<file path="config.mk">
export PLATFORM = sky130hd
export DESIGN_NAME = umi_merger
export DESIGN_NICKNAME = d
export VERILOG_FILES = /design/src/rtl/umi_merger.sv
export SDC_FILE = /design/constraint.sdc
export NUM_CORES = 1
export LEC_CHECK = 0
export CORE_AREA = 2 2 305 307
export CTS_CLUSTER_DIAMETER = 30
export CTS_CLUSTER_SIZE = 40
export DETAILED_ROUTE_END_ITERATION = 12
export DIE_AREA = 0 0 307 309
export PLACE_DENSITY = 0.47
export SYNTH_ARGS = -nofsm -noshare
export SYNTH_HDL_FRONTEND = slang
export SYNTH_SLANG_ARGS = --single-unit
</file>
<file path="constraint.sdc">
create_clock -name clk -period 4.4 [get_ports clk]
set_input_delay 0.88 -clock clk [delete_from_list [all_inputs] [get_ports clk]]
set_output_delay 0.88 -clock clk [all_outputs]
set_load 0.01 [all_outputs]
</file>
<file path="src/rtl/umi_merger.sv">
// Two-source UMI arbiter: umi0 (writes) has priority, umi1 (read requests) is
// protected from starvation by a bounded wait counter. One registered output slot.
module umi_merger #(
   parameter int unsigned AW      = 64,
   parameter int unsigned UW      = 256,
   parameter int unsigned MAXWAIT = 4
) (
   input  logic          clk,
   input  logic          nreset,
   input  logic          umi0_in_valid,
   input  logic [UW-1:0] umi0_in_packet,
   output logic          umi0_in_ready,
   input  logic          umi1_in_valid,
   input  logic [UW-1:0] umi1_in_packet,
   output logic          umi1_in_ready,
   output logic          umi_out_valid,
   output logic [UW-1:0] umi_out_packet,
   input  logic          umi_out_ready
);

   localparam int unsigned CW = 8;
   localparam logic [CW-1:0] MAXW = CW'(MAXWAIT);

   // Elaboration-time guard on parameter ranges
   if (MAXWAIT < 1 || MAXWAIT > 255 || AW < 1) begin : g_bad_param
      $error("umi_merger: illegal parameter value");
   end

   logic          r_out_valid;
   logic [UW-1:0] r_out_packet;
   logic [CW-1:0] r_wait;

   logic          w_load_en;
   logic          w_grant0;
   logic          w_grant1;
   logic          w_acc0;
   logic          w_acc1;
   logic          w_out_valid_nxt;
   logic [UW-1:0] w_out_packet_nxt;
   logic [CW-1:0] w_wait_nxt;

   // Grant, handshake and next-state logic; readies never look at packet data
   always_comb begin
      w_load_en        = ~r_out_valid | umi_out_ready;
      w_grant1         = umi1_in_valid & (~umi0_in_valid | (r_wait == MAXW));
      w_grant0         = umi0_in_valid & ~w_grant1;
      w_acc0           = w_grant0 & w_load_en & nreset;
      w_acc1           = w_grant1 & w_load_en & nreset;
      w_out_valid_nxt  = r_out_valid;
      w_out_packet_nxt = r_out_packet;
      w_wait_nxt       = r_wait;

      if (w_load_en) begin
         w_out_valid_nxt = w_acc0 | w_acc1;
         if (w_acc0) begin
            w_out_packet_nxt = umi0_in_packet;
         end else if (w_acc1) begin
            w_out_packet_nxt = umi1_in_packet;
         end
      end

      // Counter saturates naturally: at MAXW the grant flips to umi1, which clears it
      if (w_acc1 || !umi1_in_valid) begin
         w_wait_nxt = '0;
      end else if (w_acc0) begin
         w_wait_nxt = r_wait + CW'(1);
      end
   end

   always_ff @(posedge clk or negedge nreset) begin
      if (!nreset) begin
         r_out_valid  <= 1'b0;
         r_out_packet <= '0;
         r_wait       <= '0;
      end else begin
         r_out_valid  <= w_out_valid_nxt;
         r_out_packet <= w_out_packet_nxt;
         r_wait       <= w_wait_nxt;
      end
   end

   assign umi0_in_ready  = w_acc0;
   assign umi1_in_ready  = w_acc1;
   assign umi_out_valid  = r_out_valid;
   assign umi_out_packet = r_out_packet;

endmodule

</file>
==> results of run 1 <==
[per-stage QoR]
stage                     total power, W  utilization  instances
after CTS                         0.0126        0.274       3520
final                             0.0124        0.274       3524
after floorplan                  0.00403            -       1514
after detailed placement         0.00581        0.239       3343
after global routing              0.0129        0.274       3523
after global placement           0.00580        0.239       3343
[state kept, by name (all words and copies together) (netlist names)]
name and count:
umi_out_packet 256, umi_out_valid 1, r_wait 8
[logic make-up after synthesis]
family,synth area share
flops,0.515
buf+inv,0.0623
compound gates,0.229
xor+xnor,0.00204
fa+ha+maj,0.00194
simple gates,0.190
[per-layer routing]
metal	vias up	part of all wire	wire length, um	track usage
li1	7050	-	-	-
met4	4	0.031	2100	0.0645
met2	604	0.48	32400	0.221
met1	7079	0.40	27200	0.159
met3	111	0.088	5940	0.0499
met5	-	0.00034	23	0
[power by group]
part           leakage [nW]  switching [W]  internal [W]
sequential             2.97       0.000249       0.00289
combinational          4.77        0.00114       0.00147
clock                  1.63        0.00191       0.00471
total                  9.37        0.00330       0.00907
[worst min path at each step]
stage	slack, ps	depth (start not counted)	end
floorplan	540	2	r_wait[6]
detailed placement	540	2	umi_out_packet[246]
CTS	60	1	umi_out_packet[206]
global placement	530	2	umi_out_packet[181]
finish	120	1	umi_out_packet[206]
global route	80	1	umi_out_packet[206]
[cell usage in the layout (no fill, tap or decap), types with 6 or more instances in the layout]
master,synthesis,routed
clkbuf_1,97,14
clkinv_2,0,26
o21ai_0,159,159
nor2_1,261,261
buf_12,0,13
nand2_1,6,6
dfrtp_1,265,265
buf_4,8,26
nand3_1,262,260
clkbuf_16,0,99
clkbuf_8,0,30
o21ai_1,102,102
a31oi_1,257,257
clkdlybuf4s50_1,0,774
[area by class of cell]
cell class                 instances  area (um^2)
tap                             1186         1480
multi-input combinational       1075         5490
fill                            9855        66300
antenna                            4         10.0
inverter                           3         11.3
clock inverter                    34          287
clock buffer                     143         2940
timing repair buffer             814         8220
sequential                       265         6630
==> metrics.md, run 1 <==
| Metric | Value |
|---|---|
| Synth Cell Area | 12900 um^2 |
| Clk buf depth | 3 |
| Total number of vias | 14800 |
| Vias in the first global route | 15000 |
| Crit-path max FO | 4 |
| CP required | 3520 ps |
| Ys flop type | dfrtp_1 |
| Worst setup SP type | input port |
| Leakage | 9.37 nW |
| Crit path max-delay family | buffers and inverters |
| Clock tree from TritonCTS | done |
| Final instance area | 25100 um^2 |
| Clk root buf | clkbuf_16 |
| Skew-Pair Late Insertion Delay | 630 ps |
| Fmax | 268 MHz |
| DP Worst Slack | 597 ps |
| Remaining DRCs | 0 |
| Max-cap violations | 0 |
| First-pass GRT wire length | 98100 um |
| R2r setup slk | 1890 ps |
| Post-CTS Setup Inserts | 0 |
| Clock Skew | 16.1 ps |
| Slew margin rel. | 0.329 |
| CTS Buf Count | 98 |
| CP Buf/Inv Count | 2 |
| Critical path cell sequence | clkdlybuf4s50_1 > nand2b_1 > nand2_1 > nor3b_1 > clkdlybuf4s50_1 |
| Hold WS | 120 ps |
| Critical path origin | umi_out_ready |
| GP Congestion | 0.788 |
| Core Box Area | 91400 um^2 |
| HPWL Detailed | 47300 um |
| Yosys top cell area share | 0.515 |
| Hold/Removal Path Class | in2async |
| R2R cell count | 5 |
| Pre-antenna DRT Iters | 7 |
| Gr ovfl total | 0 |
| CTS Sinks | 265 |
| CP Depth | 5 |
| Placed Area | 21800 um^2 |
| Htree depth | 3 |
| Worst Tran Pin Value | 1010 ps |
| Cells after Synth | 1514 |
| GRT Overall Usage | 0.136 |
| Starting DRT DRC Count | 834 |
| Top-count cell post-synth | dfrtp_1 |
| Starting Density | 0.141 |
| PortBufs | 775 |
| Post-synthesis cell type count | 32 |
| Post-route ant nets | 0 |
| Antenna violations before repair | 6 |
| CP max stage cell | clkdlybuf4s50_1 |
| Worst reg2reg path startpoint | r_wait[3] |
| Unrepaired setup endpoints after global routing | no |
| Synth top cells by count | dfrtp_1, nand3_1, nor2_1 |
| Kind of critical path | in2out |
| Final Hold Viols | 0 |
| Synthesis Warnings | 0 |
| RR Endpoint | umi_out_packet[83] |
| Drt wl/cell | 19.2 um |
| Synthesized net count | 2033 |
| I/O pin count | 776 |
| Slowest stage delay, CP | 630 ps |
| Share of cells above drive strength 1 | 0.0900 |
| Post-synth EDFFs | 0 |
| Critical Path End | umi1_in_ready |
| Final setup violation count | 0 |
| Synth area leaders | dfrtp_1, a31oi_1, nand3_1 |
| Syn avg cell area | 8.51 um^2 |
| Number of synthesized register bits | 265 |
| Worst EP arrival | 2850 ps |
| Rows | 111 |
| FFs w/ async S/R, synth | 1.00 |
| Die W | 307 um |
| Register area share after synthesis | 0.515 |
| Most frequent CP cell | clkdlybuf4s50_1 |
| Status | completed |
| Die Y | 309 um |
| Fin. max-slew vios | 0 |
| Clock transition at the registers of the reported paths | 40 ps |
| Minimum clock period | 3730 ps |
| Cell taking the most area after synthesis | dfrtp_1 |
| Cts-stage hold buffer count | 0 |
| Setup TNS | 0 ps |
| Slack of the critical path | 674 ps |
| DIE AREA | 94900 um^2 |
| Crit. End Element | output port |
| Part of the cycle the worst path needs | 0.847 |
| Largest net degree at the start of global routing | 140 |
| Final #Nets | 2776 |
| Area Overhead vs Synth | 94.6% |
| Vias per cell | 4.21 |
| IR drop worst, VDD | 233 uV |
| Pwr Density | 493 nW/um^2 |
| Post-CTS sizing | 0 |
| Routed wire length | 67700 um |
Note: power is estimated with default switching activity, not from simulation.
==> run 2, diff against run 1 <==
==> config.mk (replaced) <==
export PLATFORM = sky130hd
export DESIGN_NAME = umi_merger
export DESIGN_NICKNAME = d
export VERILOG_FILES = /design/src/rtl/umi_merger.sv
export SDC_FILE = /design/constraint.sdc
export NUM_CORES = 1
export LEC_CHECK = 0
export CORE_AREA = 2 2 299 301
export CTS_CLUSTER_DIAMETER = 30
export CTS_CLUSTER_SIZE = 40
export DETAILED_ROUTE_END_ITERATION = 12
export DIE_AREA = 0 0 301 303
export PLACE_DENSITY = 0.49
export SYNTH_ARGS = -nofsm -noshare
export SYNTH_HDL_FRONTEND = slang
export SYNTH_SLANG_ARGS = --single-unit
==> constraint.sdc (replaced) <==
create_clock -name clk -period 3.5 [get_ports clk]
set_input_delay 0.7 -clock clk [delete_from_list [all_inputs] [get_ports clk]]
set_output_delay 0.7 -clock clk [all_outputs]
set_load 0.01 [all_outputs]
==> run 2 against run 1 <==
Setup slack got worse by 450 ps. Utilization rose by 1.2 points. Register-to-register slack got worse by 820 ps. Routed wire length fell by 1.4%. Cell count fell by 0.31%. Total power rose by 26%. Non-clock buffer count rose by 16. Critical path depth rose by 1. First-iteration DRC count rose by 8.0%. Die area fell by 3.9%. Sequential power rose by 26%. Clock skew rose by 2.0 ps. Largest power group unchanged.
==> metrics.md, run 2 (synthesized netlist as in run 1, its figures left out) <==
| Metric | Value |
|---|---|
| Status | completed |
| Worst Tran Pin Value | 962 ps |
| CP required | 2800 ps |
| Clk buf depth | 3 |
| HPWL Detailed | 47000 um |
| Slew margin rel. | 0.358 |
| Antenna violations before repair | 2 |
| Unrepaired setup endpoints after global routing | no |
| Crit-path max FO | 5 |
| Skew-Pair Late Insertion Delay | 610 ps |
| Share of cells above drive strength 1 | 0.0942 |
| Crit. End Element | output port |
| CP max stage cell | clkdlybuf4s50_1 |
| R2r setup slk | 1070 ps |
| Fin. max-slew vios | 0 |
| Clock tree from TritonCTS | done |
| Worst EP arrival | 2570 ps |
| Largest net degree at the start of global routing | 144 |
| First-pass GRT wire length | 96300 um |
| Worst setup SP type | register |
| Final setup violation count | 0 |
| Kind of critical path | reg2out |
| I/O pin count | 776 |
| Overall Power | 0.0155 W |
| CTS Sinks | 265 |
| Minimum clock period | 3270 ps |
| Starting DRT DRC Count | 901 |
| Area Overhead vs Synth | 95.6% |
| Most frequent cells in the layout | clkdlybuf4s50_1, dfrtp_1, nor2_1 |
| Remaining DRCs | 0 |
| Post-route ant nets | 0 |
| Clock Skew | 18.1 ps |
| Routed wire length | 66700 um |
| Setup TNS | 0 ps |
| Critical path cell sequence | inv_1 > ha_1 > and3b_1 > a21boi_0 > nor3b_2 > clkdlybuf4s50_1 |
| Clk root buf | clkbuf_16 |
| Fill cells | 9436 |
| Vias in the first global route | 14800 |
| Metal2 WL | 32400 um |
| Fmax | 306 MHz |
| Gr ovfl total | 0 |
| Starting Density | 0.146 |
| Hold/Removal Path Class | in2async |
| Slowest stage delay, CP | 580 ps |
| Core Box Area | 88000 um^2 |
| Crit path max-delay family | buffers and inverters |
| Slack of the critical path | 228 ps |
| GRT Overall Usage | 0.138 |
| Final #Nets | 2787 |
| Part of the cycle the worst path needs | 0.935 |
| Wl on met1 | 25700 um |
| Largest register FFs | 256 |
| DP Worst Slack | 363 ps |
| Drt wl/cell | 19.0 um |
| Total number of vias | 14800 |
| Rows | 109 |
| Met3 wire length | 6510 um |
| CP Buf/Inv Count | 2 |
| Hold WS | 509 ps |
| Htree depth | 3 |
| Clock transition at the registers of the reported paths | 40 ps |
| Final Hold Viols | 0 |
| Pwr Density | 616 nW/um^2 |
| Max Used Layer | met5 |
| IR drop worst, VDD | 381 uV |
| Max-cap violations | 0 |
| Die Y | 303 um |
| CTS Buf Count | 93 |
| GP Congestion | 0.820 |
| Vias per cell | 4.22 |
| Leakage | 9.45 nW |
| Pre-antenna DRT Iters | 8 |
| Commonest non-fill, non-tap cell in the layout | clkdlybuf4s50_1 |
| Post-CTS Setup Inserts | 0 |
| DIE AREA | 91200 um^2 |
| Die W | 301 um |
| PortBufs | 775 |
-- run 2: path summary, 6_finish.rpt --
check / cells after the start / start / end
worst max-delay path: 6 / r_wait[0] / umi1_in_ready
worst min-delay path: 2 / nreset / umi_out_packet[242]
worst max register to register: 7 / r_wait[0] / umi_out_packet[100]
worst min register to register: 2 / umi_out_packet[153] / umi_out_packet[153]
max in group asynchronous: 3 / nreset / umi_out_packet[100]
min in group clk: 2 / umi_out_packet[153] / umi_out_packet[153]
-- run 2: layout make-up --
class | instances | area, um^2 | area share
timing repair buffer | 830 | 8390 | 0.333
sequential | 265 | 6630 | 0.263
multi-input combinational | 1075 | 5500 | 0.218
clock buffer | 140 | 2840 | 0.113
tap | 1165 | 1460 | 0.0578
clock inverter | 34 | 375 | 0.0149
inverter | 3 | 11.3 | 0.000447
antenna | 1 | 2.50 | 0.0000993
-- run 2: per-layer routing --
metal  GRT usage  vias up
li1            -     7066
met1       0.159     7029
met2       0.228      598
met3      0.0568      117
met4      0.0557        2
met5           0        -
-- run 2: what timing repair did --
action,CTS,global route
endpoints found under the hold margin,12,0
resized for setup,0,1
hold buffers,1,0
endpoints found under the setup margin,0,1
-- run 2: power breakdown --
group          internal (W)  switching, W
clock network       0.00589       0.00239
logic               0.00186       0.00142
registers           0.00363      0.000334
-- run 2: metrics by stage --
step,utilization,area [um^2],instances
floorplan,-,12900,1514
global placement,0.250,22000,3337
detailed placement,0.250,22000,3337
CTS,0.286,25200,3512
global route,0.286,25200,3513
finish,0.286,25200,3513
